==> config.mk <==
export PLATFORM = sky130hd
export DESIGN_NAME = pong_core_2p
export DESIGN_NICKNAME = d
export VERILOG_FILES = /design/src/rtl/pong_core_2p.sv
export SDC_FILE = /design/constraint.sdc
export NUM_CORES = 1
export LEC_CHECK = 0
export ABC_AREA = 1
export CAP_MARGIN = 25
export CORE_ASPECT_RATIO = 0.8
export CORE_MARGIN = 2
export CORE_UTILIZATION = 45
export DETAILED_ROUTE_END_ITERATION = 16
export GPL_ROUTABILITY_DRIVEN = 1
export PLACE_DENSITY = 0.71
export SYNTH_ARGS = -nofsm -noshare
export SYNTH_HDL_FRONTEND = slang
export SYNTH_SLANG_ARGS = --single-unit
==> constraint.sdc <==
create_clock -name clk -period 8.2 [get_ports clk]
set_clock_uncertainty 0.2 [all_clocks]
set_input_delay 1.64 -clock clk [delete_from_list [all_inputs] [get_ports clk]]
set_output_delay 1.64 -clock clk [all_outputs]
set_load 0.03 [all_outputs]
==> src/rtl/pong_core_2p.sv <==
// Two-player pong core: paddles, ball, scores and match FSM advanced once per frame,
// plus the combinational per-pixel colour for the VGA pipeline.
module pong_core_2p #(
    parameter int H_ACTIVE     = 640,
    parameter int V_ACTIVE     = 480,
    parameter int PAD_H        = 96,
    parameter int PAD_W        = 4,
    parameter int PAD_L_X      = 16,
    parameter int PAD_R_X      = 620,
    parameter int BALL_SIZE    = 8,
    parameter int PAD_STEP     = 2,
    parameter int BALL_V0      = 2,
    parameter int BALL_VMAX    = 7,
    parameter int WIN_SCORE    = 7,
    parameter int SERVE_FRAMES = 60
) (
    input  logic        clk,
    input  logic        reset,
    input  logic [1:0]  up,
    input  logic [1:0]  down,
    input  logic        start,
    input  logic        video_on,
    input  logic [9:0]  x,
    input  logic [9:0]  y,
    output logic [11:0] rgb,
    output logic [3:0]  score_l,
    output logic [3:0]  score_r,
    output logic [2:0]  state,
    output logic        winner
);

    localparam int CW = $clog2(SERVE_FRAMES + 1);

    localparam logic [9:0] BX0     = 10'((H_ACTIVE - BALL_SIZE) / 2);
    localparam logic [9:0] BY0     = 10'((V_ACTIVE - BALL_SIZE) / 2);
    localparam logic [9:0] PAD0    = 10'((V_ACTIVE - PAD_H) / 2);
    localparam logic [9:0] PAD_MAX = 10'(V_ACTIVE - PAD_H);
    localparam logic [9:0] STEP    = 10'(PAD_STEP);
    localparam logic [9:0] BS1     = 10'(BALL_SIZE - 1);
    localparam logic [9:0] PH1     = 10'(PAD_H - 1);
    localparam logic [9:0] LX0     = 10'(PAD_L_X);
    localparam logic [9:0] LX1     = 10'(PAD_L_X + PAD_W - 1);
    localparam logic [9:0] RX0     = 10'(PAD_R_X);
    localparam logic [9:0] RX1     = 10'(PAD_R_X + PAD_W - 1);
    localparam logic [9:0] XMAX    = 10'(H_ACTIVE - 1);
    localparam logic [9:0] YMAX    = 10'(V_ACTIVE - 1);
    localparam logic [9:0] NET_X   = 10'(H_ACTIVE / 2);
    localparam logic [9:0] Y_TICK  = 10'(V_ACTIVE + 1);
    localparam logic [4:0] VMAX    = 5'(BALL_VMAX);
    localparam logic [3:0] WIN_S   = 4'(WIN_SCORE);
    localparam logic [CW-1:0] SF1  = CW'(SERVE_FRAMES - 1);

    localparam logic signed [4:0] V_POS = 5'(BALL_V0);
    localparam logic signed [4:0] V_NEG = -V_POS;

    typedef enum logic [2:0] {
        S_IDLE  = 3'd0,
        S_SERVE = 3'd1,
        S_PLAY  = 3'd2,
        S_POINT = 3'd3,
        S_OVER  = 3'd4
    } state_t;

    state_t             state_q, state_d;
    logic [3:0]         score_l_q, score_l_d;
    logic [3:0]         score_r_q, score_r_d;
    logic               winner_q, winner_d;
    logic               scorer_q, scorer_d;
    logic               serve_r_q, serve_r_d;
    logic [9:0]         bx_q, bx_d;
    logic [9:0]         by_q, by_d;
    logic signed [4:0]  dx_q, dx_d;
    logic signed [4:0]  dy_q, dy_d;
    logic [9:0]         pad_l_q, pad_l_d;
    logic [9:0]         pad_r_q, pad_r_d;
    logic [CW-1:0]      cnt_q, cnt_d;

    logic       frame_tick;
    logic [4:0] adx5, ady5, vmag;
    logic [9:0] adx, ady, bx_r, by_b;
    logic       dx_neg, dx_pos, dy_neg, dy_pos;
    logic       hit_l, hit_r, miss_l, miss_r;
    logic [3:0] sc_new;

    function automatic logic [9:0] pad_next(input logic [9:0] top,
                                            input logic       u,
                                            input logic       d);
        logic [9:0] res;
        res = top;
        if (u) begin
            res = (top < STEP) ? 10'd0 : top - STEP;
        end else if (d) begin
            res = (top > PAD_MAX - STEP) ? PAD_MAX : top + STEP;
        end
        return res;
    endfunction

    function automatic logic overlap(input logic [9:0] b, input logic [9:0] t);
        return (b <= t + PH1) && (t <= b + BS1);
    endfunction

    assign frame_tick = (y == Y_TICK) && (x == 10'd0);

    assign dx_neg = dx_q[4];
    assign dx_pos = !dx_q[4] && (dx_q != 5'sd0);
    assign dy_neg = dy_q[4];
    assign dy_pos = !dy_q[4] && (dy_q != 5'sd0);
    assign adx5   = dx_neg ? 5'(-dx_q) : 5'(dx_q);
    assign ady5   = dy_neg ? 5'(-dy_q) : 5'(dy_q);
    assign adx    = {5'd0, adx5};
    assign ady    = {5'd0, ady5};
    assign vmag   = (adx5 >= VMAX) ? VMAX : adx5 + 5'd1;
    assign bx_r   = bx_q + BS1;
    assign by_b   = by_q + BS1;

    // Hit windows widen by |dx| so a fast ball cannot tunnel through a paddle
    assign hit_l  = dx_neg && (bx_q >= LX0) && (bx_q <= LX1 + adx)
                    && overlap(by_q, pad_l_q);
    assign hit_r  = dx_pos && (bx_r >= RX0 - adx) && (bx_r <= RX1)
                    && overlap(by_q, pad_r_q);
    assign miss_l = dx_neg && (bx_q <= adx);
    assign miss_r = dx_pos && (bx_r >= XMAX - adx);

    assign sc_new = scorer_q ? score_r_q + 4'd1 : score_l_q + 4'd1;

    always_comb begin
        state_d   = state_q;
        score_l_d = score_l_q;
        score_r_d = score_r_q;
        winner_d  = winner_q;
        scorer_d  = scorer_q;
        serve_r_d = serve_r_q;
        bx_d      = bx_q;
        by_d      = by_q;
        dx_d      = dx_q;
        dy_d      = dy_q;
        pad_l_d   = pad_l_q;
        pad_r_d   = pad_r_q;
        cnt_d     = cnt_q;
        if (frame_tick) begin
            if (state_q != S_OVER) begin
                pad_l_d = pad_next(pad_l_q, up[0], down[0]);
                pad_r_d = pad_next(pad_r_q, up[1], down[1]);
            end
            unique case (state_q)
                S_IDLE: begin
                    bx_d = BX0;
                    by_d = BY0;
                    if (start) begin
                        state_d = S_SERVE;
                        cnt_d   = '0;
                    end
                end
                S_SERVE: begin
                    bx_d = BX0;
                    by_d = BY0;
                    if (cnt_q == SF1) begin
                        state_d = S_PLAY;
                        dx_d    = serve_r_q ? V_POS : V_NEG;
                    end else begin
                        cnt_d = cnt_q + CW'(1);
                    end
                end
                S_PLAY: begin
                    if (hit_l) begin
                        dx_d = vmag;
                    end else if (hit_r) begin
                        dx_d = -$signed(vmag);
                    end else if (miss_l) begin
                        scorer_d = 1'b1;
                        state_d  = S_POINT;
                    end else if (miss_r) begin
                        scorer_d = 1'b0;
                        state_d  = S_POINT;
                    end
                    if (dy_neg && (by_q <= ady)) begin
                        dy_d = V_POS;
                    end else if (dy_pos && (by_b >= YMAX - ady)) begin
                        dy_d = V_NEG;
                    end
                    if (!(miss_l || miss_r) || hit_l || hit_r) begin
                        bx_d = bx_q + {{5{dx_d[4]}}, dx_d};
                        by_d = by_q + {{5{dy_d[4]}}, dy_d};
                    end
                end
                S_POINT: begin
                    if (scorer_q) begin
                        score_r_d = sc_new;
                    end else begin
                        score_l_d = sc_new;
                    end
                    // The conceding player receives the next serve
                    serve_r_d = !scorer_q;
                    dx_d      = scorer_q ? V_NEG : V_POS;
                    bx_d      = BX0;
                    by_d      = BY0;
                    cnt_d     = '0;
                    if (sc_new == WIN_S) begin
                        state_d  = S_OVER;
                        winner_d = scorer_q;
                    end else begin
                        state_d = S_SERVE;
                    end
                end
                S_OVER: begin
                    bx_d = BX0;
                    by_d = BY0;
                    if (start) begin
                        score_l_d = 4'd0;
                        score_r_d = 4'd0;
                        serve_r_d = 1'b1;
                        cnt_d     = '0;
                        state_d   = S_SERVE;
                    end
                end
                default: begin
                    state_d = S_IDLE;
                end
            endcase
        end
    end

    always_ff @(posedge clk) begin
        if (reset) begin
            state_q   <= S_IDLE;
            score_l_q <= 4'd0;
            score_r_q <= 4'd0;
            winner_q  <= 1'b0;
            scorer_q  <= 1'b0;
            serve_r_q <= 1'b1;
            bx_q      <= BX0;
            by_q      <= BY0;
            dx_q      <= V_POS;
            dy_q      <= V_POS;
            pad_l_q   <= PAD0;
            pad_r_q   <= PAD0;
            cnt_q     <= '0;
        end else begin
            state_q   <= state_d;
            score_l_q <= score_l_d;
            score_r_q <= score_r_d;
            winner_q  <= winner_d;
            scorer_q  <= scorer_d;
            serve_r_q <= serve_r_d;
            bx_q      <= bx_d;
            by_q      <= by_d;
            dx_q      <= dx_d;
            dy_q      <= dy_d;
            pad_l_q   <= pad_l_d;
            pad_r_q   <= pad_r_d;
            cnt_q     <= cnt_d;
        end
    end

    logic in_pad_l, in_pad_r, in_ball, in_net;

    assign in_pad_l = (x >= LX0) && (x <= LX1)
                      && (y >= pad_l_q) && (y <= pad_l_q + PH1);
    assign in_pad_r = (x >= RX0) && (x <= RX1)
                      && (y >= pad_r_q) && (y <= pad_r_q + PH1);
    assign in_ball  = (x >= bx_q) && (x <= bx_r)
                      && (y >= by_q) && (y <= by_b);
    assign in_net   = (x == NET_X) && !y[3];

    always_comb begin
        rgb = 12'hCCC;
        if (!video_on) begin
            rgb = 12'h000;
        end else if (in_pad_l || in_pad_r) begin
            rgb = 12'h111;
        end else if (in_ball) begin
            rgb = 12'h1FF;
        end else if (in_net) begin
            rgb = 12'h888;
        end
    end

    assign score_l = score_l_q;
    assign score_r = score_r_q;
    assign state   = state_q;
    assign winner  = winner_q;

endmodule

Word-level counts from Yosys, hierarchy flattened

Index checks and enable logic that the tools add are counted.

Bits in registers: 70
Logic and storage cells: 195
Bits of input ports: 28
Output and inout port bits: 24

Reduce and logical (&&, ||, !) cells: 59
Mux-type cells: 52
$lt $le $gt $ge: 29
Equality and inequality tests: 19
Bitwise operators: 2
Add/sub/neg operators: 21

Operators with widths:

| operator                                                                         | number |
|---|---|
| 10-bit 2-to-1 mux                                                                | 10 |
| 10-bit <= comparator                                                             | 8 |
| 10-bit >= comparator                                                             | 7 |
| 5-bit 2-to-1 mux                                                                 | 14 |
| 10-bit one-hot mux with 2 select lines                                           | 2 |
| 12-bit 2-to-1 mux                                                                | 3 |
| 1-bit logical AND                                                                | 25 |
| 3-bit 2-to-1 mux                                                                 | 7 |
| 10-bit adder                                                                     | 2 |
| 10-bit by 2-bit adder with 10-bit output, second input constant                  | 2 |
| 10-bit by 3-bit adder with 10-bit output, second input constant                  | 2 |
| 10-bit by 7-bit adder with 10-bit output, second input constant                  | 2 |
| 10-bit by 9-bit == test with 1-bit output, second input constant                 | 2 |
| 10-bit by 5-bit >= comparator with 1-bit output, second input constant           | 2 |
| 10-bit by 9-bit greater-than comparator with 1-bit output, second input constant | 2 |
| 10-bit <= comparator, second input constant                                      | 2 |
| 10-bit by 5-bit <= comparator with 1-bit output                                  | 2 |
| 10-bit by 2-bit < comparator with 1-bit output, second input constant            | 2 |
| 10-bit by 2-bit subtractor with 10-bit output, second input constant             | 2 |
| 10-bit by 5-bit subtractor with 10-bit output, first input constant              | 2 |
| 6-bit one-hot mux with 3 select lines                                            | 1 |
| 3-bit AND reduction                                                              | 6 |
| 4-bit 2-to-1 mux                                                                 | 4 |
| 2-bit != test, second input constant                                             | 8 |
| 38 further kinds                                                                 | 63 |

Logic depth before layout (Yosys ltp)

Depth after elaboration: 14
Mapped depth: 35

Least setup slack after synthesis

No wires, ideal clock.

Kind: input-to-output
Start: input y[1]
End: output rgb[4]
Path buffers: 1
Data required time: 6.360 ns
Stages on the path: 13
Arrival: 3.869 ns
Path slack: 2.491 ns
Cell sequence: ha_1 inv_1 nor2_1 nor2_1 o21a_1 o21ai_0 a21o_1 a21oi_1 o21ai_0 nand2_1 nand3_1 a21boi_0 buf_4

Longest elaborated chain between the ends: 6

RTL lines:

| item                                                         | RTL line      | text |
|---|---|---|
| start, declared                                              | 24            | `input logic [9:0] y,` |
| 10-bit >= comparator, on equally long branches               | 262, 258, 260 |  |
| 1-bit logical AND, on equally long branches (2 in a row)     | 262, 258, 260 |  |
| 12-bit 2-to-1 mux / 1-bit logical OR (equally long branches) | 271, 269      |  |
| 12-bit 2-to-1 mux (*)                                        | 269           | `end else if (in_pad_l \|\| in_pad_r) begin` |
| 12-bit 2-to-1 mux (*)                                        | 267           | `if (!video_on) begin` |
| end, declared                                                | 25            | `output logic [11:0] rgb,` |

Every way passes the cells marked *; elsewhere a longest branch is shown, timed or not.

Worst setup path after layout

Start: input y[3]
End: output rgb[10]

Longest elaborated chain between the ends: 6

RTL lines:

| item                                                         | RTL line | text |
|---|---|---|
| 10-bit >= comparator (tied with other cells)                 | 262      | `&& (y >= by_q) && (y <= by_b);` |
| 1-bit logical AND, on equally long branches                  | n/a      |  |
| 1-bit logical AND (tied with other cells)                    | 262      |  |
| 12-bit 2-to-1 mux / 1-bit logical OR (equally long branches) | 271, 269 |  |
| 12-bit 2-to-1 mux (*)                                        | 269      |  |
| 12-bit 2-to-1 mux (*)                                        | 267      |  |

Marked as above.

==> metrics.md <==
| Metric | Value |
|---|---|
| I/O pins | 52 |
| Yosys cell types | 52 |
| CTS tree | done |
| Post-route DRC | 0 |
| Hold WC Path Type | flop to flop |
| Die span in x | 163 um |
| Critical path endpoint category | output pin |
| Least-Margin Pin Slew | 0.794 ns |
| Comb power frac | 0.109 |
| Share of power burned in registers | 0.366 |
| Antenna violations before repair | 0 |
| DRT Pass-1 Iters | 5 |
| Fill cell count | 2008 |
| Final Instance Area | 10100 sq um |
| CP max FO | 10 |
| Synthesized area | 9050 sq um |
| Largest net degree at the start of global routing | 40 |
| Clock share of power | 0.525 |
| Core Rows | 46 |
| Vias | 9278 |
| Placer's final routability congestion estimate | 0.939 |
| Post-synth top flop | dfxtp_1 |
| CP Data Required Time | 6.36 ns |
| Final worst-path cycle share | 0.797 |
| Post-synth EDFFs | 0 |
| Chip height | 131 um |
| Final Util | 0.512 |
| H-tree level count | 3 |
| Max transition margin | 0.466 |
| Top cells by area, synth | ha_1 (24%), dfxtp_1 (15%), nand2_1 (12%) |
| First-pass GRT wire length | 43.5 mm |
| Nets@finish | 1616 |
| Die area | 21300 sq um |
| Critical Path Source Type | input port |
| Cts hold-fix bufs | 0 |
| Endpoints failing setup | 0 |
| Worst path max stage delay | 0.71 ns |
| Total track usage | 0.258 |
| Vias per cell | 5.53 |
| Crit path kind | input port to output pin |
| Clk_lat worst skew | 0.35 ns |
| Setup TNS | 0 ns |
| GR Overflow Total | 0 |
| Inserted Clock Buffers | 9 |
| Synth cell count leaders | nand2_1 (279), inv_1 (196), ha_1 (176) |
| Core area | 19800 sq um |
| Synth area leader | ha_1 |
| Cell area power density | 89.3 nW/um^2 |
| Post_cts resized | 0 |
| Critical path origin | y[3] |
| Critical path cell sequence | clkdlybuf4s50_1 > ha_1 > inv_1 > nor4_1 > nand2_1 > nand3_1 > o21ai_0 > nand3_1 > o21a_1 > nand2_1 > nor3_1 > clkdlybuf4s50_1 |
| Clock buffer depth | 2 |
| # Post-CTS Setup Buffers | 0 |
| Critical-path top delay cell | clkdlybuf4s50_1 |
| Worst reg2reg startpoint | by_q[1] |
| Vias in the first global route | 8515 |
| Syn avg cell area | 6.62 sq um |
| Non-Filler Instances | 1678 |
| Synth-to-Final Area Change | 11.9% |
| Area post-placement | 9770 sq um |
| Routed WL | 26.7 mm |
| Final hold slack | 0.263 ns |
| Final hold vios | 0 |
| Slew Viols, Final | 0 |
| Share of layout cells above drive strength 1 | 0.0403 |
| Sw Share | 0.244 |
| HPWL Detailed | 21.3 mm |
| Drt wl/cell | 15.9 um |
| Fmax | 153 MHz |
| Cell with the most instances after synthesis | nand2_1 |
| # port buffers | 50 |
| Internal power | 684 uW |
| CP arrival | 4.70 ns |
| Status | complete, no violations |
| Worst vdd ir | 93.6 uV |
| Max-capacitance violation count | 0 |
| First DRT Iteration DRCs | 774 |
| RSZ-0062 raised after global routing | false |
| Yosys Warn Count | 0 |
| CTS sink count | 68 |
| Cells after DPL | 1661 |
| Final Critical Period | 6.54 ns |
| Routed Antenna Nets | 0 |
| Clock root cell | clkbuf_16 |
| Share of the yosys chip area belonging to registers | 0.150 |
| Buffers and inverters on the worst path | 3 |
| Worst min-delay path startpoint | winner |
| Cells after Synth | 1368 |
| Initial Utilization | 0.457 |
| #FFs+latches synth | 68 |
| Worst path top cell family by delay | buffers and inverters |
| Clock Pin Slew Worst Setup and Hold Paths | 0.06 ns |
| Net Count, Synth | 1576 |
| Async SR Flop Fraction | 0 |
| Yosys top cell area share | 0.243 |
| Net Sw Power | 220 uW |
| Pleak | 0.00504 uW |
## metal layers
layer  vias up  global-route usage  share of wire
met2       345               0.371           0.39
li1       4697                   -              -
met1      4212               0.383           0.49
met3        24              0.0625           0.11
met4         0              0.0625          0.013
met5         -                   0              0
## through the flow
step	total power, uW	worst slack [ns]
2_1_floorplan	395	2.49
3_3_place_gp	434	1.76
3_5_place_dp	436	1.66
4_1_cts	910	1.67
5_1_grt	937	1.40
6_report	904	1.66
## worst reg2reg max path: cells and delay by family (launching register included)
kind | cells | cell delay (ns)
AO/OA/AOI/OAI | 7 | 1.00
XOR/XNOR | 1 | 0.53
adder cells (fa/ha/maj) | 4 | 1.15
buffers and inverters | 2 | 0.39
flip-flops | 1 | 0.66
AND/OR/NAND/NOR | 17 | 2.04
## cells by family after synthesis
kind of cell | synth area share
other | 0.000414
DFF | 0.150
and+or+nand+nor | 0.271
xor gates and xnor gates | 0.0406
adders and majority gates | 0.252
muxes | 0.00111
AOI/OAI and AO/OA | 0.184
buffers and inverters | 0.100
## placed cells by master (no fill, tap or decap), drive strengths merged, types with 7 or more instances in the layout
cell type / count
o21ai: 74
nand4: 16
clkdlybuf4s50: 50
clkbuf: 11
o21a: 7
a221oi: 10
nor4: 13
ha: 176
xor2: 34
nand3: 65
a31oi: 7
clkinv: 7
a211oi: 8
nor3: 31
dfxtp: 68
o211ai: 18
a21oi: 133
nand2: 288
inv: 201
nor2: 140
xnor2: 8
## power by group through the flow
stage               logic, uW  registers (uW)  clock network, uW
floorplan                56.7             338                  0
global placement         95.2             339                  0
detailed placement       97.3             339                  0
CTS                      97.8             331                481
global route              111             331                495
finish                   98.1             331                475
## worst paths after layout
check	end	slack (ns)	cells after the start
max	rgb[10]	1.66	12
min	winner	0.26	2
max reg2reg	bx_q[8]	2.18	31
min reg2reg	winner	0.26	2
## area by class of cell
| class | instances | area, sq um | area share |
|---|---|---|---|
| flip-flops and latches | 68 | 1360 | 0.134 |
| clock buffers | 11 | 253 | 0.0250 |
| well taps | 264 | 330 | 0.0326 |
| inverters | 206 | 773 | 0.0763 |
| clock inverters | 5 | 108 | 0.0106 |
| diodes | 1 | 2.50 | 0.000247 |
| repair buffers | 52 | 515 | 0.0509 |
| multi-input cells | 1071 | 6790 | 0.670 |
## flip-flops by register name, summed over array words and instances (netlist names)
| register | flops |
|---|---|
| state | 3 |
| bx_q | 10 |
| pad_r_q | 9 |
| scorer_q | 1 |
| serve_r_q | 1 |
| score_r | 4 |
| by_q | 10 |
| winner | 1 |
| pad_l_q | 9 |
| dx_q | 5 |
| dy_q | 5 |
| cnt_q | 6 |
| score_l | 4 |
Note: power is estimated with default switching activity, not from simulation.
